## config.mk

```make
export PLATFORM = sky130hd
export DESIGN_NAME = env_int_ctl
export DESIGN_NICKNAME = d
export VERILOG_FILES = /design/src/rtl/env_int_pkg.sv /design/src/rtl/env_int_timer.sv /design/src/rtl/env_int_ctl.sv
export SDC_FILE = /design/constraint.sdc
export NUM_CORES = 1
export LEC_CHECK = 0
export CAP_MARGIN = 20
export CORE_MARGIN = 8
export CORE_UTILIZATION = 45
export CTS_BUF_LIST = sky130_fd_sc_hd__clkbuf_8
export DETAILED_ROUTE_END_ITERATION = 6
export GPL_TIMING_DRIVEN = 1
export PLACE_DENSITY = 0.68
export REMOVE_ABC_BUFFERS = 1
export SETUP_SLACK_MARGIN = 0.4
export SYNTH_ARGS = -nofsm -noshare
export SYNTH_HDL_FRONTEND = slang
export SYNTH_HIERARCHICAL = 1
export SYNTH_SLANG_ARGS = --single-unit
```

## constraint.sdc

```tcl
create_clock -name clk -period 3.62 [get_ports clk]
set_clock_uncertainty 0.2 [all_clocks]
set_input_delay 0.724 -clock clk [delete_from_list [all_inputs] [get_ports clk]]
set_output_delay 0.724 -clock clk [all_outputs]
set_load 0.01 [all_outputs]
```

## src/rtl/env_int_pkg.sv

```systemverilog
// rtl/env_int_pkg.sv - shared constants, FSM state type and priority encoder for env_int_ctl
//
// Purpose: register offsets within the I/O window, the interrupt FSM state
// enum, and a lowest-index-wins priority encoder used for both candidate
// selection and EOI clearing.
package env_int_pkg;

  localparam logic [2:0] OFS_MASK = 3'd0;
  localparam logic [2:0] OFS_PEND = 3'd1;
  localparam logic [2:0] OFS_SEL  = 3'd2;
  localparam logic [2:0] OFS_CNT  = 3'd3;
  localparam logic [2:0] OFS_VEC  = 3'd4;
  localparam logic [2:0] OFS_EOI  = 3'd5;

  typedef enum logic [1:0] {IDLE, ASSERT, ACK, SERVICE} state_e;

  // Returns {found, index}; index 0 has the highest priority.
  function automatic logic [3:0] prio_enc(input logic [7:0] v);
    logic [3:0] r;
    r = 4'b0000;
    for (int i = 7; i >= 0; i--) begin
      if (v[i]) r = {1'b1, 3'(i)};
    end
    return r;
  endfunction

endpackage

```

## src/rtl/env_int_timer.sv

```systemverilog
// rtl/env_int_timer.sv - single 8-bit interrupt countdown timer
//
// Purpose: counts a loaded value down to zero, one step per clock, and
// pulses expire_o on the 1->0 step. A load (including a load of 0, which
// cancels) takes priority over the decrement and never expires.
// Ports:
//   clk_i, reset_i  clock, synchronous active-high reset
//   load_i          load load_val_i this clock
//   load_val_i      value to load
//   count_o         current count
//   expire_o        combinational pulse on the clock that steps 1->0
module env_int_timer (
  input  logic       clk_i,
  input  logic       reset_i,
  input  logic       load_i,
  input  logic [7:0] load_val_i,
  output logic [7:0] count_o,
  output logic       expire_o
);

  logic [7:0] cnt_q, cnt_d;

  always_comb begin
    cnt_d    = cnt_q;
    expire_o = 1'b0;
    if (load_i) begin
      cnt_d = load_val_i;
    end else if (cnt_q != 8'd0) begin
      cnt_d    = cnt_q - 8'd1;
      expire_o = (cnt_q == 8'd1);
    end
  end

  always_ff @(posedge clk_i) begin
    if (reset_i) cnt_q <= 8'd0;
    else         cnt_q <= cnt_d;
  end

  assign count_o = cnt_q;

endmodule

```

## src/rtl/env_int_ctl.sv

```systemverilog
// rtl/env_int_ctl.sv - Z80 I/O-mapped interrupt controller for the tv80 bench
//
// Purpose: collects timer and external interrupt sources, drives int_n for
// the highest-priority enabled pending source, supplies a mode-2 vector in
// the acknowledge cycle and tracks in-service state until EOI.
// Optional macro ENV_INT_NEST_EN: allows a higher-priority source to preempt
// while another is in service.
// Ports:
//   clk, reset                  clock, synchronous active-high reset
//   iorq_n, rd_n, wr_n, m1_n    Z80 bus strobes (active low)
//   addr, D_OUT                 I/O address low byte, CPU write data
//   di_out, di_oe               read/vector data and its drive enable
//   ext_req                     external level requests (rising edge = event)
//   int_n                       maskable interrupt to CPU (active low)
//   in_service                  in-service bits for the bench monitor
module env_int_ctl
  import env_int_pkg::*;
#(
  parameter int         NUM_SRC   = 4,
  parameter logic [7:0] BASE_ADDR = 8'hB0,
  parameter logic [7:0] VEC_RST   = 8'h00
) (
  input  logic               clk,
  input  logic               reset,
  input  logic               iorq_n,
  input  logic               rd_n,
  input  logic               wr_n,
  input  logic               m1_n,
  input  logic [7:0]         addr,
  input  logic [7:0]         D_OUT,
  output logic [7:0]         di_out,
  output logic               di_oe,
  input  logic [NUM_SRC-1:0] ext_req,
  output logic               int_n,
  output logic [NUM_SRC-1:0] in_service
);

  logic               wr_stb, wr_stb_q, wr_fire, wr_hit;
  logic [7:0]         wr_addr_q, wr_data_q, rd_data;
  logic [8:0]         wofs, rofs;
  logic               wr_mask, wr_pend, wr_sel, wr_cnt, wr_vec, wr_eoi;
  logic [NUM_SRC-1:0] mask_q, pend_q, pend_d, ext_q, in_svc_q, in_svc_d;
  logic [NUM_SRC-1:0] expire, src_oh;
  logic [2:0]         sel_q, src_q, src_d;
  logic [7:0]         vec_q, cand_vec8, svc_vec8;
  logic [3:0]         cand_enc, svc_enc;
  logic [7:0]         cnt [NUM_SRC];
  logic               int_n_q, int_n_d, ack_bus, ack_done, vec_drive, rd_hit;
  state_e             state_q, state_d;

  // Writes act once, on the clock after the strobe drops; address and data
  // are captured while the strobe is high so late bus changes do not matter.
  assign wr_stb  = !iorq_n && !wr_n && m1_n;
  assign wr_fire = wr_stb_q && !wr_stb;
  // 9-bit offsets: an address below the base wraps far above 5.
  assign wofs    = {1'b0, wr_addr_q} - {1'b0, BASE_ADDR};
  assign rofs    = {1'b0, addr} - {1'b0, BASE_ADDR};
  assign wr_hit  = wr_fire && (wofs <= 9'd5);
  assign wr_mask = wr_hit && (wofs[2:0] == OFS_MASK);
  assign wr_pend = wr_hit && (wofs[2:0] == OFS_PEND);
  assign wr_sel  = wr_hit && (wofs[2:0] == OFS_SEL);
  assign wr_cnt  = wr_hit && (wofs[2:0] == OFS_CNT);
  assign wr_vec  = wr_hit && (wofs[2:0] == OFS_VEC);
  assign wr_eoi  = wr_hit && (wofs[2:0] == OFS_EOI);

  for (genvar g = 0; g < NUM_SRC; g++) begin : g_tmr
    env_int_timer u_tmr (
      .clk_i      (clk),
      .reset_i    (reset),
      .load_i     (wr_cnt && (sel_q == 3'(g))),
      .load_val_i (wr_data_q),
      .count_o    (cnt[g]),
      .expire_o   (expire[g])
    );
  end

  always_comb begin
    cand_vec8 = 8'h00;
    svc_vec8  = 8'h00;
    cand_vec8[NUM_SRC-1:0] = pend_q & mask_q;
    svc_vec8[NUM_SRC-1:0]  = in_svc_q;
    cand_enc = prio_enc(cand_vec8);
    svc_enc  = prio_enc(svc_vec8);
    src_oh   = '0;
    for (int i = 0; i < NUM_SRC; i++) src_oh[i] = (src_q == 3'(i));
  end

  assign ack_bus = !m1_n && !iorq_n;

  always_comb begin
    state_d  = state_q;
    src_d    = src_q;
    int_n_d  = int_n_q;
    ack_done = 1'b0;
    case (state_q)
      IDLE: begin
        if (cand_enc[3] && (in_svc_q == '0)) begin
          src_d   = cand_enc[2:0];
          int_n_d = 1'b0;
          state_d = ASSERT;
        end
      end
      ASSERT: begin
        // Acknowledge wins over a same-cycle withdrawal so the CPU never
        // reads an undriven vector.
        if (ack_bus) begin
          state_d = ACK;
        end else if (!cand_vec8[src_q]) begin
          int_n_d = 1'b1;
          state_d = (in_svc_q == '0) ? IDLE : SERVICE;
        end
      end
      ACK: begin
        if (iorq_n) begin
          ack_done = 1'b1;
          int_n_d  = 1'b1;
          state_d  = SERVICE;
        end
      end
      SERVICE: begin
        if (in_svc_q == '0) begin
          state_d = IDLE;
        end
`ifdef ENV_INT_NEST_EN
        else if (cand_enc[3] && (cand_enc[2:0] < svc_enc[2:0])) begin
          src_d   = cand_enc[2:0];
          int_n_d = 1'b0;
          state_d = ASSERT;
        end
`endif
      end
      default: state_d = IDLE;
    endcase
  end

  // New events are OR-ed in last so a same-cycle set beats any clear.
  always_comb begin
    pend_d = pend_q;
    if (wr_pend)  pend_d = pend_d & ~wr_data_q[NUM_SRC-1:0];
    if (ack_done) pend_d = pend_d & ~src_oh;
    pend_d = pend_d | expire | (ext_req & ~ext_q);

    in_svc_d = in_svc_q;
    if (wr_eoi && svc_enc[3]) begin
      for (int i = 0; i < NUM_SRC; i++) begin
        if (svc_enc[2:0] == 3'(i)) in_svc_d[i] = 1'b0;
      end
    end
    if (ack_done) in_svc_d = in_svc_d | src_oh;
  end

  always_ff @(posedge clk) begin
    if (reset) begin
      wr_stb_q  <= 1'b0;
      wr_addr_q <= 8'h00;
      wr_data_q <= 8'h00;
      ext_q     <= '0;
      mask_q    <= '0;
      pend_q    <= '0;
      in_svc_q  <= '0;
      sel_q     <= 3'd0;
      vec_q     <= VEC_RST;
      src_q     <= 3'd0;
      int_n_q   <= 1'b1;
      state_q   <= IDLE;
    end else begin
      wr_stb_q <= wr_stb;
      if (wr_stb) begin
        wr_addr_q <= addr;
        wr_data_q <= D_OUT;
      end
      ext_q    <= ext_req;
      if (wr_mask) mask_q <= wr_data_q[NUM_SRC-1:0];
      if (wr_sel)  sel_q  <= wr_data_q[2:0];
      if (wr_vec)  vec_q  <= {wr_data_q[7:1], 1'b0};
      pend_q   <= pend_d;
      in_svc_q <= in_svc_d;
      src_q    <= src_d;
      int_n_q  <= int_n_d;
      state_q  <= state_d;
    end
  end

  always_comb begin
    rd_data = 8'h00;
    case (rofs[2:0])
      OFS_MASK: rd_data[NUM_SRC-1:0] = mask_q;
      OFS_PEND: rd_data[NUM_SRC-1:0] = pend_q;
      OFS_SEL:  rd_data[2:0] = sel_q;
      OFS_CNT: begin
        for (int i = 0; i < NUM_SRC; i++) begin
          if (sel_q == 3'(i)) rd_data = cnt[i];
        end
      end
      OFS_VEC:  rd_data = vec_q;
      default:  rd_data = 8'h00;
    endcase
  end

  // Drive enables are combinational and gated by reset so the bus is
  // released in the very cycle reset is applied.
  assign rd_hit    = !iorq_n && !rd_n && (rofs <= 9'd5);
  assign vec_drive = (state_q == ACK) && ack_bus;
  assign di_oe     = !reset && (rd_hit || vec_drive);
  assign di_out    = !di_oe ? 8'h00 :
                     vec_drive ? (vec_q | {4'b0000, src_q, 1'b0}) : rd_data;

  assign int_n      = int_n_q;
  assign in_service = in_svc_q;

endmodule
```

Word-level counts from Yosys, hierarchy flattened
Index checks and enable logic that the tools add are counted.
{"block": "classes", "addsub": 6, "magnitude_cmp": 3, "eq_ne": 31, "mux": 57, "bitwise_logic": 11, "reduce_logical": 47}
{"operator": "$mux 8", "n": 14}
{"operator": "$mux 4", "n": 12}
{"operator": "$eq 8x1->1 const B", "n": 4}
{"operator": "$reduce_bool 8->1", "n": 4}
{"operator": "$sub 8x1->8 const B", "n": 4}
{"operator": "$eq 3x2->1 const B", "n": 10}
{"operator": "$logic_and 1x1->1", "n": 21}
{"operator": "$mux 1", "n": 19}
{"operator": "$le 9x3->1 const B", "n": 2}
{"operator": "$sub 8x8->9 const B", "n": 2}
{"operator": "$and 4x4->4", "n": 4}
{"operator": "$eq 3x1->1 const B", "n": 5}
{"operator": "$logic_not 3->1", "n": 5}
{"operator": "$pmux 3 s5", "n": 1}
{"operator": "$mux 2", "n": 6}
{"operator": "$not 4->4", "n": 3}
{"operator": "$or 4x4->4", "n": 3}
{"operator": "$ne 2x2->1 const B", "n": 5}
{"operator": "$eq 3x3->1 const B", "n": 3}
{"operator": "$or 8x4->8", "n": 1}
{"operator": "$pmux 2 s4", "n": 1}
{"operator": "$pmux 4 s2", "n": 1}
{"operator": "$reduce_bool 2->1", "n": 4}
{"operator": "$logic_not 1->1", "n": 6}
{"operator": "14 further kinds", "n": 15}
{"block": "totals", "register_bits": 81, "input_bits": 26, "output_inout_bits": 14, "elab_cells": 171}

Longest topological paths before layout
{"block": "logic_depth", "ltp_word": 12, "ltp_mapped": 12, "ltp_nobuf": 10}

Modules after synthesis
The synthesis kept the hierarchy.
{"mod": "env_int_ctl", "instances": 1, "cells_per_inst": 333, "area_each_um2": 2810.2, "seq_area_each_um2": 960.9}
{"mod": "env_int_timer (g_tmr[0].u_tmr ...)", "instances": 3, "cells_per_inst": 53, "area_each_um2": 447.9, "seq_area_each_um2": 160.2}
{"mod": "env_int_timer (g_tmr[2].u_tmr)", "instances": 1, "cells_per_inst": 53, "area_each_um2": 446.7, "seq_area_each_um2": 160.2}

Worst setup path after synthesis
Ideal clock, no wire load.
{"block": "synth_path", "path_type": "input to output", "start": "in addr[4]", "end": "out di_out[1]", "t_arrival_ps": 2473, "required_time_ps": 2696, "slack_ps": 223, "path_stages": 7, "n_path_buf": 1, "path_cell_list": "ha_1 or3b_2 a21oi_1 o211ai_1 a21o_1 clkbuf_1 nor4_1"}
{"block": "synth_between", "elab_chain_cells": 6}
{"element": "from (decl)", "line_no": "env_int_ctl.sv:29", "text": "input logic [7:0] addr,"}
{"element": "$sub 8x8->9", "line_no": "env_int_ctl.sv:57", "text": "assign rofs = {1'b0, addr} - {1'b0, BASE_ADDR};"}
{"element": "$le 9x3->1", "line_no": "env_int_ctl.sv:202", "text": "assign rd_hit = !iorq_n && !rd_n && (rofs <= 9'd5);"}
{"element": "$logic_and 1x1->1", "line_no": "env_int_ctl.sv:202"}
{"element": "$logic_or 1x1->1", "line_no": "env_int_ctl.sv:204", "text": "assign di_oe = !reset && (rd_hit || vec_drive);"}
{"element": "$logic_and 1x1->1", "line_no": "env_int_ctl.sv:204"}
{"element": "$mux 8", "line_no": "env_int_ctl.sv:205", "text": "assign di_out = !di_oe ? 8'h00 :"}
{"element": "to (decl)", "line_no": "env_int_ctl.sv:31", "text": "output logic [7:0] di_out,"}
Every way passes these cells.

Final worst setup path
{"block": "layout_path", "start": "in addr[4]", "end": "out di_out[6]"}
Same word-level chain as after synthesis.

==> flow_summary_export.csv <==
group,metric,value,unit
status,status,"finished clean",
clocking,htree_num_levels,3,
clocking,cts_buffers,9,
synth,synth_cell_types,62,
synth,ys.warnings.count,6,
synth,syn_avg_cell_area,8.442,sq um
clocking,clk_latency,0.35,ns
synth,postSynth.asyncResetShare,0,%
sta,rsz0062_at_grt,"yes",
floorplanning,core_area,10140,sq um
min_path,hold_class,"flip-flop to flip-flop",
floorplanning,start_util,45.38,%
synth,synth_edf_count,0,
synth,seq_area_frac_synth,34.81,%
synth,synthesis.area,4601,sq um
synth,yosys-top-cells-area,"dfxtp_1 35%, a21oi_1 6.0%, mux2i_1 5.0%",
worst_setup_path,r2r_cells,9,
worst_setup_path,r2r_slack,0.53,ns
clocking,clk_pin_slew,0.08,ns
final_layout,drive_above_1_share,20.45,%
synth,synth_compound_gate_area_share,21.19,%
sta,relSlewSlack,45.50,%
synth,yosys.area_share.xor_xnor,3.807,%
synth,synth-simple-area-share,25.18,%
power,p_per_area,579.4,nW/um^2
synth,synth_top_area_share,34.81,%
detailed_routing,first_iter_violations,277,
place,hpwlAfterDp,9282,um
synth,synth_fa_ha_area_share,4.351,%
detailed_routing,routedWlPerCell,16.83,um
worst_setup_path,crit_path_end_kind,"output port",
synth,syn_inst,545,
place,numPortBuffers,39,
detailed_routing,drc,0,
power,ir_worst_vdd,0.0003914,V
floorplanning,chipHeight,117.1,um
final_layout,nNetsFinal,663,
detailed_routing,num_vias,4353,
synth,ys_seq_elements,80,
synth,yosysTopAreaCell,"dfxtp_1",
final_layout,fillers,903,
synth,synth_flop_cell,"dfxtp_1",
clocking,clock-sinks,80,
detailed_routing,firstDrtPassIters,4,
worst_setup_path,cp_max_fo,6,
clocking,ctsRootBufferMaster,"clkbuf_8",
worst_setup_path,r2r_start,"wr_addr_q[2]",
power,p_leak,2.118,nW
floorplanning,pin_count,40,
place,place_congestion,0.8735,
sta,period_minus_slack,3.243,ns
sta,fmax,0.3083,GHz
floorplanning,placementRows,37,
detailed_routing,totalWireLength,12820,um
final_layout,diodes,0,
sta,setup_violations,0,
global_routing,grt_usage,19.32,%
min_path,hold_end,"wr_addr_q[7]",
sta,finalCritPeriodShare,89.60,%
detailed_routing,viasPerCell,5.713,
floorplanning,die_area,13710,sq um
sta,maxSlewViolCount,0,
final_layout,final_util,56.57,%
clocking,clockBufferDepth,2,
synth,muxShareOfSynthArea,6.717,%
global_routing,overflow,0,
global_routing,grt_pass1_vias,4252,
power,power,3.323,mW
detailed_routing,ant_nets,0,
sta,tightest_slew,0.8101,ns
global_routing,grt_pass1_wl,20910,um
synth,synth_top_family_by_area,"simple AND/OR/NAND/NOR gates",
sta,hold_viol,0,
min_path,min_from,"wr_addr_q[7]",
clocking,ctsHoldBuffers,0,
global_routing,antenna_found_initial,0,
global_routing,grt_max_degree,67,
worst_setup_path,r2r-end,"g_tmr[2].u_tmr/count_o[3]",
worst_setup_path,critPathKind,"input port to output port",
worst_setup_path,setup.worst_path.start_class,"input port",
min_path,hold-path-cell-count,2,
floorplanning,die_w,117.1,um
worst_setup_path,cp_data_arrival_time,2.32,ns
clocking,cts_tree,"built",
worst_setup_path,crit_required,2.70,ns
final_layout,syn2layout_area_growth,24.67,%
run,cap_violations,0,
[metal layers]
metal  share of wire, %  GRT usage, %  up-vias
li1                   -             -     2128
met1                 45         25.03     2094
met2                 48         31.75      109
met3                4.4         2.463       22
met4                2.4         8.106        0
met5                  0             0        -
[where the power goes]
| group | leakage [nW] | internal, mW | total [mW] | switching [mW] |
|---|---|---|---|---|
| Combinational | 1.37 | 0.694 | 1.38 | 0.683 |
| Clock | 0.0878 | 0.263 | 0.595 | 0.333 |
| Sequential | 0.656 | 1.06 | 1.35 | 0.291 |
[worst max-delay path by stage]
stage          startpoint        end  slack (ns)  cells past startpoint
3_5_place_dp      addr[5]  di_out[1]       -0.64                      8
4_1_cts           addr[5]  di_out[6]        0.34                      9
5_1_grt           addr[4]  di_out[6]        0.31                      9
2_1_floorplan        m1_n  pend_q[0]       -0.13                      9
6_report          addr[4]  di_out[6]        0.38                      9
3_3_place_gp      addr[4]  di_out[1]       -0.55                      8
[cell usage after synthesis (all sizes together) (8+ instances only)]
library cell	n
o21ai	28
xnor2	12
nor2	59
a31oi	11
xor2	8
nand2	54
a211oi	8
a21oi	58
clkbuf	20
nor4	16
nand2b	10
nor2b	9
inv	20
ha	16
dfxtp	80
mux2i	23
nor3	11
[worst max-delay path, stage by stage]
cell and delay [ns]:
buf_8 0.10, ha_4 0.23, or3b_4 0.37, a21oi_2 0.13, o211ai_1 0.11, a21o_1 0.24, buf_6 0.17, a21oi_2 0.11
buf_2 0.14
[metrics by stage]
| step | worst slack (ns) | std cells | setup TNS, ns | hold slack, ns | instance area, sq um |
|---|---|---|---|---|---|
| after CTS | 0.3398 | 758 | 0 | 0.2725 | 5645 |
| after global placement | -0.5470 | 739 | -6.326 | 0.2434 | 5380 |
| after detailed placement | -0.6407 | 739 | -8.406 | 0.2600 | 5380 |
| after floorplan | -0.1314 | 522 | -0.4233 | 0.2257 | 4509 |
| after global routing | 0.3068 | 762 | 0 | 0.2896 | 5736 |
| final | 0.3766 | 762 | 0 | 0.2638 | 5736 |
[layout by cell type (no fill, tap or decap), types with 5 or more instances in the layout]
master,synthesis,layout
a211oi_1,8,8
a21oi_1,55,48
a21oi_2,3,10
a311oi_1,7,6
a31oi_1,11,8
and4b_1,5,5
buf_2,1,10
buf_4,1,46
clkbuf_8,0,10
clkdlybuf4s50_1,0,21
dfxtp_1,80,78
ha_1,16,14
inv_1,20,20
mux2_2,5,5
mux2i_1,23,23
nand2_1,54,53
nand2b_1,10,10
nand3_1,7,7
nor2_1,59,59
nor2b_1,9,9
nor3_1,11,11
nor4_1,9,7
nor4_4,7,8
o211ai_1,7,7
o21ai_0,28,28
o22a_1,5,5
o31ai_1,5,5
or4_4,5,5
xnor2_1,12,12
xor2_1,8,8
[area by class of cell]
type | instances | area, sq um | area share [%]
inverter | 24 | 90.09 | 1.571
timing repair buffer | 88 | 726.9 | 12.67
clock inverter | 6 | 35.03 | 0.6108
sequential | 80 | 1607 | 28.01
clock buffer | 10 | 137.6 | 2.400
tap | 136 | 170.2 | 2.967
multi-input combinational | 418 | 2969 | 51.77
[registers in the layout, summed over array words and instances (netlist names), named ones only]
signal               flops
src_q                    2
pend_q                   4
in_service               4
sel_q                    3
wr_addr_q                8
ext_q                    4
g_tmr.u_tmr/count_o     32
wr_data_q                8
mask_q                   4
state_q                  1
int_n                    1
wr_stb_q                 1
vec_q                    7
[repair_timing]
| item | in CTS | in global routing |
|---|---|---|
| pin swaps | 10 | 11 |
| endpoints found under the setup margin | 34 | 30 |
| buffers inserted | 3 | 4 |
| gates resized for setup | 74 | 17 |
| gates cloned | 0 | 0 |
[cell families after synthesis]
| family | Yosys count |
|---|---|
| buf+inv | 47 |
| flops | 80 |
| mux | 29 |
| compound gates | 152 |
| fa+ha+maj | 16 |
| xor+xnor | 20 |
| simple gates | 201 |
Power figures use the tool's default switching activity.
